**src/rtl/dance_pkg.sv**
```systemverilog
// dance_pkg: shared lane state encoding and default widths for the step scorer.
// Optional macro STEP_STRICT_EN adds the LOCKED lane state (wrong step forfeits the window).
package dance_pkg;

    localparam int DEFAULT_CODE_W   = 3;
    localparam int DEFAULT_SCORE_W  = 8;
    localparam int DEFAULT_STREAK_W = 4;

    // Lane progress through one step window.
    typedef enum logic [1:0] {
        LANE_IDLE    = 2'b00,
        LANE_ARMED   = 2'b01,
`ifdef STEP_STRICT_EN
        LANE_MATCHED = 2'b10,
        LANE_LOCKED  = 2'b11
`else
        LANE_MATCHED = 2'b10
`endif
    } lane_state_e;

    // Outcome of evaluating a window when it closes.
    typedef struct packed {
        logic evalNow;
        logic evalHit;
    } lane_eval_t;

endpackage

```
**src/rtl/step_lane.sv**
```systemverilog
// step_lane: one player lane. Tracks whether the player hit the expected step
// inside the current window and keeps saturating score/streak counters.
// Optional macro STEP_STRICT_EN: a wrong step while armed locks the lane into a miss.
module step_lane
    import dance_pkg::*;
#(
    parameter int CODE_W   = DEFAULT_CODE_W,
    parameter int SCORE_W  = DEFAULT_SCORE_W,
    parameter int STREAK_W = DEFAULT_STREAK_W
) (
    input  logic                clk_i,
    input  logic                rst_i,
    input  logic                win_open_i,
    input  logic                win_close_i,
    input  logic [CODE_W-1:0]   expected_i,
    input  logic [CODE_W-1:0]   step_code_i,
    input  logic                step_valid_i,
    output logic                point_o,
    output logic                hit_o,
    output logic                miss_o,
    output logic [SCORE_W-1:0]  score_o,
    output logic [STREAK_W-1:0] streak_o
);

    localparam logic [SCORE_W-1:0]  SCORE_MAX  = {SCORE_W{1'b1}};
    localparam logic [STREAK_W-1:0] STREAK_MAX = {STREAK_W{1'b1}};

    lane_state_e         state_q, state_d;
    logic                hit_q, hit_d;
    logic                miss_q, miss_d;
    logic [SCORE_W-1:0]  score_q, score_d;
    logic [STREAK_W-1:0] streak_q, streak_d;
    lane_eval_t          evalRes;
    logic                stepMatch;

    assign stepMatch = step_valid_i && (step_code_i == expected_i);

    // Decide whether this cycle closes a window and, if so, whether it scores.
    always_comb begin
        evalRes = '0;
        case (state_q)
            LANE_ARMED: begin
                evalRes.evalNow = win_close_i;
                evalRes.evalHit = stepMatch;
            end
            LANE_MATCHED: begin
                evalRes.evalNow = win_close_i;
                evalRes.evalHit = 1'b1;
            end
`ifdef STEP_STRICT_EN
            LANE_LOCKED: begin
                evalRes.evalNow = win_close_i;
                evalRes.evalHit = 1'b0;
            end
`endif
            default: begin
                evalRes = '0;
            end
        endcase
    end

    // Next-state and counter update; a closing window takes priority over steps.
    always_comb begin
        state_d  = state_q;
        hit_d    = 1'b0;
        miss_d   = 1'b0;
        score_d  = score_q;
        streak_d = streak_q;

        case (state_q)
            LANE_IDLE: begin
                if (win_open_i) begin
                    state_d = LANE_ARMED;
                end
            end
            LANE_ARMED: begin
                if (!win_close_i) begin
                    if (stepMatch) begin
                        state_d = LANE_MATCHED;
                    end
`ifdef STEP_STRICT_EN
                    else if (step_valid_i) begin
                        state_d = LANE_LOCKED;
                    end
`endif
                end
            end
            default: begin
                state_d = state_q;
            end
        endcase

        if (evalRes.evalNow) begin
            // A simultaneous open starts the next window straight away.
            state_d = win_open_i ? LANE_ARMED : LANE_IDLE;
            if (evalRes.evalHit) begin
                hit_d    = 1'b1;
                score_d  = (score_q == SCORE_MAX) ? score_q : score_q + 1'b1;
                streak_d = (streak_q == STREAK_MAX) ? streak_q : streak_q + 1'b1;
            end else begin
                miss_d   = 1'b1;
                streak_d = '0;
            end
        end
    end

    // Lane registers; reset discards any open window without a pulse.
    always_ff @(posedge clk_i) begin
        if (rst_i) begin
            state_q  <= LANE_IDLE;
            hit_q    <= 1'b0;
            miss_q   <= 1'b0;
            score_q  <= '0;
            streak_q <= '0;
        end else begin
            state_q  <= state_d;
            hit_q    <= hit_d;
            miss_q   <= miss_d;
            score_q  <= score_d;
            streak_q <= streak_d;
        end
    end

    assign point_o  = (state_q == LANE_MATCHED);
    assign hit_o    = hit_q;
    assign miss_o   = miss_q;
    assign score_o  = score_q;
    assign streak_o = streak_q;

endmodule

```
**src/rtl/step_scorer.sv**
```systemverilog
// step_scorer: LANES independent step_lane instances sharing the window
// pulses and expected code. Optional macro STEP_STRICT_EN enables strict lanes.
module step_scorer
    import dance_pkg::*;
#(
    parameter int LANES    = 2,
    parameter int CODE_W   = DEFAULT_CODE_W,
    parameter int SCORE_W  = DEFAULT_SCORE_W,
    parameter int STREAK_W = DEFAULT_STREAK_W
) (
    input  logic                      clk,
    input  logic                      rst,
    input  logic                      win_open,
    input  logic                      win_close,
    input  logic [CODE_W-1:0]         expected,
    input  logic [LANES*CODE_W-1:0]   step_code,
    input  logic [LANES-1:0]          step_valid,
    output logic [LANES-1:0]          point,
    output logic [LANES-1:0]          hit,
    output logic [LANES-1:0]          miss,
    output logic [LANES*SCORE_W-1:0]  score,
    output logic [LANES*STREAK_W-1:0] streak
);

    // One lane per player, lane 0 in the low slice of every packed bus.
    for (genvar g = 0; g < LANES; g++) begin : gLane
        step_lane #(
            .CODE_W   (CODE_W),
            .SCORE_W  (SCORE_W),
            .STREAK_W (STREAK_W)
        ) uLane (
            .clk_i        (clk),
            .rst_i        (rst),
            .win_open_i   (win_open),
            .win_close_i  (win_close),
            .expected_i   (expected),
            .step_code_i  (step_code[g*CODE_W +: CODE_W]),
            .step_valid_i (step_valid[g]),
            .point_o      (point[g]),
            .hit_o        (hit[g]),
            .miss_o       (miss[g]),
            .score_o      (score[g*SCORE_W +: SCORE_W]),
            .streak_o     (streak[g*STREAK_W +: STREAK_W])
        );
    end

endmodule

```
**config.mk**
```make
export PLATFORM = sky130hd
export DESIGN_NAME = step_scorer
export DESIGN_NICKNAME = d
export VERILOG_FILES = /design/src/rtl/dance_pkg.sv /design/src/rtl/step_lane.sv /design/src/rtl/step_scorer.sv
export SDC_FILE = /design/constraint.sdc
export NUM_CORES = 1
export LEC_CHECK = 0
export CELL_PAD_IN_SITES_DETAIL_PLACEMENT = 0
export CELL_PAD_IN_SITES_GLOBAL_PLACEMENT = 1
export CORE_MARGIN = 4
export CORE_UTILIZATION = 38
export DETAILED_ROUTE_END_ITERATION = 10
export HOLD_SLACK_MARGIN = 0.06
export PLACE_DENSITY_LB_ADDON = 0.1
export SLEW_MARGIN = 15
export SYNTH_ARGS = -nofsm -noshare
export SYNTH_HDL_FRONTEND = slang
export SYNTH_SLANG_ARGS = --single-unit
```
**constraint.sdc**
```tcl
create_clock -name clk -period 4 [get_ports clk]
set_input_delay 1.2 -clock clk [delete_from_list [all_inputs] [get_ports clk]]
set_output_delay 1.2 -clock clk [all_outputs]
set_load 0.02 [all_outputs]
```
==> Flow_metrics.wiki <==
{| class="wikitable"
! Metric !! Value
|-
| Yosys reg bits || 32
|-
| Number of global-route vias before repair || 1539
|-
| Clock tree buffer depth || 2
|-
| RR Endpoint || gLane[0].uLane.score_o[5]
|-
| Min-delay src || gLane[0].uLane.score_o[5]
|-
| Remaining global-route overflow || 0
|-
| Weighted congestion reported at the end of routability-driven placement || 0.7413
|-
| Clock slew seen by the registers of the worst setup and hold paths || 0.07 ns
|-
| Final layout net count || 276
|-
| Post-CTS Setup Repair Bufs || 0
|-
| # hold bufs at CTS || 0
|-
| # DRC || 0
|-
| Count of antenna-violating nets left after detailed routing || 0
|-
| Area Growth Syn to Fin || 30.62%
|-
| Horizontal die dimension || 76.55 µm
|-
| Router iterations before antenna repair || 4
|-
| Clock tree from TritonCTS || done
|-
| Number of antenna violations at the first check in global routing || 0
|-
| Final max-slew violation count || 0
|-
| Starting Density || 40.17%
|-
| Number of cells on the worst hold path || 2
|-
| Class of the worst hold path || register to register
|-
| Fraction of registers with async set/reset || 0%
|-
| RSZ-0062 raised after global routing || no
|-
| Maximum achievable frequency || 320.3 MHz
|-
| Worst-case clock skew || 0.006968 ns
|-
| Required arrival time at the worst endpoint || 4.22 ns
|-
| Clock tree sinks || 32
|-
| Headroom to the max-slew limit || 46.17%
|-
| PwrDens || 318.5 mW/mm²
|-
| Cts bufs inserted || 5
|-
| # resized after CTS || 0
|-
| Number of placed I/O pins || 45
|-
| Number of instances in the synthesized netlist || 211
|-
| Syn Std Cell Area || 0.001785 mm²
|-
| Share of post-route cells with drive strength above 1 || 7.143%
|-
| Cell at the root of the clock tree || clkbuf_8
|-
| Start of the worst register-to-register path || gLane[0].uLane.state_q[0]
|-
| EDFF count, synth || 0
|-
| Average footprint of a synthesized cell || 8.462 µm²
|-
| Total power of the final layout || 0.7429 mW
|-
| Yosys warning count || 0
|-
| Detailed placement HPWL || 2943 µm
|-
| Setup CP Type || input pin to register
|-
| Cells on worst reg2reg path || 7
|-
| Core box area || 0.004444 mm²
|-
| End of the worst hold path || gLane[0].uLane.score_o[5]
|-
| Pin count of the biggest net entering global routing || 21
|-
| Worst Path Max Fanout || 10
|-
| Setup_tns || 0 ns
|-
| Vias per cell || 5.299
|-
| Initial drt markers || 116
|-
| Synthesized netlist net count || 236
|-
| Minimum setup slack after placement || 0.5795 ns
|-
| Result of the run || complete, no violations
|-
| Worst slew pin tran || 0.7970 ns
|-
| Setup crit start kind || input pin
|-
| Sum of routed wire length over all layers || 4001 µm
|-
| Clk Latency, worst-skew pair || 0.28 ns
|-
| Data arrival time of the critical path || 3.34 ns
|-
| FP Rows || 24
|-
| Leakage power of the design || 0.8183 nW
|-
| Die height || 76.55 µm
|-
| Peak VDD IR || 0.0002112 V
|-
| Setup slack after layout || 0.8774 ns
|-
| Type of element capturing the critical path || register
|-
| Final setup violation count || 0
|-
| Final hold violation count || 0
|-
| GR Util All Layers || 14.49%
|-
| Main flop type after synthesis || dfxtp_1
|-
| Wire length of the first global-routing pass || 7093 µm
|-
| Number of diodes added for antenna fixing || 0
|-
| Number of distinct library cells after synthesis || 44
|-
| Final critical-path share of the clock period || 78.06%
|-
| Total of max-cap violations || 0
|-
| Vias || 1611
|-
| Sequential cell area fraction in the yosys report || 35.88%
|-
| Routed WL per cell || 13.16 µm
|-
| Tmin final || 3.123 ns
|-
| # port buffers || 44
|-
| Worst reg-to-reg setup slack || 1.58 ns
|-
| CTS HTree Levels || 2
|-
| Die area || 0.005859 mm²
|}
[through the flow]
stage | instances | util, % | instance area (µm²) | hold WS (ns)
after floorplan | 211 | - | 1785 | 0.5058
after global placement | 296 | 50.06 | 2225 | 0.4870
after detailed placement | 296 | 50.06 | 2225 | 0.4854
after CTS | 304 | 52.48 | 2332 | 0.4980
after global routing | 304 | 52.48 | 2332 | 0.5481
final | 304 | 52.48 | 2332 | 0.4922
[cells by family (layout without fill, tap and decap cells)]
logic type / after synthesis / in the layout / share of synthesized area, %
flip-flops: 32 / 32 / 35.88
adder cells (fa/ha/maj): 10 / 10 / 7.008
buffers and inverters: 19 / 60 / 5.816
multiplexers: 4 / 4 / 2.313
AO/OA/AOI/OAI: 44 / 44 / 15.28
AND/OR/NAND/NOR: 90 / 90 / 27.82
XOR/XNOR: 12 / 12 / 5.886
[metal layers]
metal	GRT usage (%)	part of all wire [%]	vias to the layer above	wire length [µm]
li1	-	-	855	-
met1	18.40	50	720	1990
met2	23.37	45	31	1797
met3	4.255	4.2	5	170
met4	4.891	1.1	0	43
met5	0	0	-	0
[worst max path at each step]
stage	startpoint	end	slack, ns	cells after the start
4_1_cts	win_close	gLane[0].uLane.score_o[5]	0.87	6
5_1_grt	win_close	gLane[0].uLane.score_o[4]	0.78	6
3_3_place_gp	expected[2]	gLane[0].uLane.score_o[5]	0.62	6
3_5_place_dp	win_close	gLane[0].uLane.score_o[5]	0.58	6
6_report	win_close	gLane[0].uLane.score_o[5]	0.88	6
2_1_floorplan	expected[2]	gLane[0].uLane.score_o[5]	1.15	6
[critical path, cell delays in order]
cell and delay [ns]:
clkdlybuf4s50_1 0.64, nand4_1 0.12, or4_4 0.44, a21o_1 0.30, or4_1 0.49, a21oi_1 0.14
[cell usage after synthesis (all sizes together), types with 2 or more instances]
library cell | count | area [µm²]
a211oi | 3 | 22.52
nor4 | 8 | 50.05
nor4b | 2 | 17.52
inv | 6 | 22.52
a311oi | 2 | 17.52
xnor2 | 8 | 70.07
and3 | 4 | 25.02
nor3 | 10 | 50.05
xor2 | 4 | 35.03
mux2i | 3 | 30.03
and4 | 3 | 27.53
or4 | 2 | 18.77
and3b | 3 | 26.28
nand2 | 11 | 41.29
nand3 | 8 | 40.04
nand3b | 3 | 22.52
or3 | 3 | 22.52
a31oi | 2 | 12.51
a41oi | 2 | 17.52
o21ai | 9 | 45.04
a221oi | 2 | 17.52
a21oi | 18 | 90.09
buf | 9 | 66.31
and2 | 2 | 12.51
ha | 10 | 125.1
nand4 | 5 | 31.28
clkbuf | 4 | 15.01
nor2 | 22 | 82.58
dfxtp | 32 | 640.6
[cell type report]
| type | instances | area [µm²] |
|---|---|---|
| fill | 441 | 2112 |
| multi-input combinational | 160 | 1041 |
| sequential | 32 | 640.6 |
| timing repair buffer | 46 | 455.4 |
| clock buffer | 6 | 72.57 |
| tap | 52 | 65.06 |
| clock inverter | 2 | 35.03 |
| inverter | 6 | 22.52 |
[registers in the layout, summed over array words and instances (netlist names)]
signal / cells
gLane.uLane.miss_o: 2
gLane.uLane.state_q: 4
gLane.uLane.score_o: 16
gLane.uLane.streak_o: 8
gLane.uLane.hit_o: 2
[power breakdown]
part / switching (mW) / leakage [nW] / internal [mW] / total (mW)
Combinational: 0.0584 / 0.505 / 0.0467 / 0.105
Clock: 0.124 / 0.0552 / 0.185 / 0.308
Sequential: 0.00526 / 0.258 / 0.324 / 0.329
Total: 0.187 / 0.818 / 0.556 / 0.743
[placed cells by master, fill, tap and decap left out, drive strengths merged, types with 3 or more instances in the layout]
cell            n
o21ai           9
and4            3
nor2           22
ha             10
xnor2           8
nand3           8
inv             6
a21oi          18
nor3           10
and3b           3
nor4            8
mux2i           3
or3             3
nand4           5
dfxtp          32
nand2          11
clkbuf          6
and3            4
a211oi          3
xor2            4
clkdlybuf4s50  44
nand3b          3
Note: power is estimated with default switching activity, not from simulation.
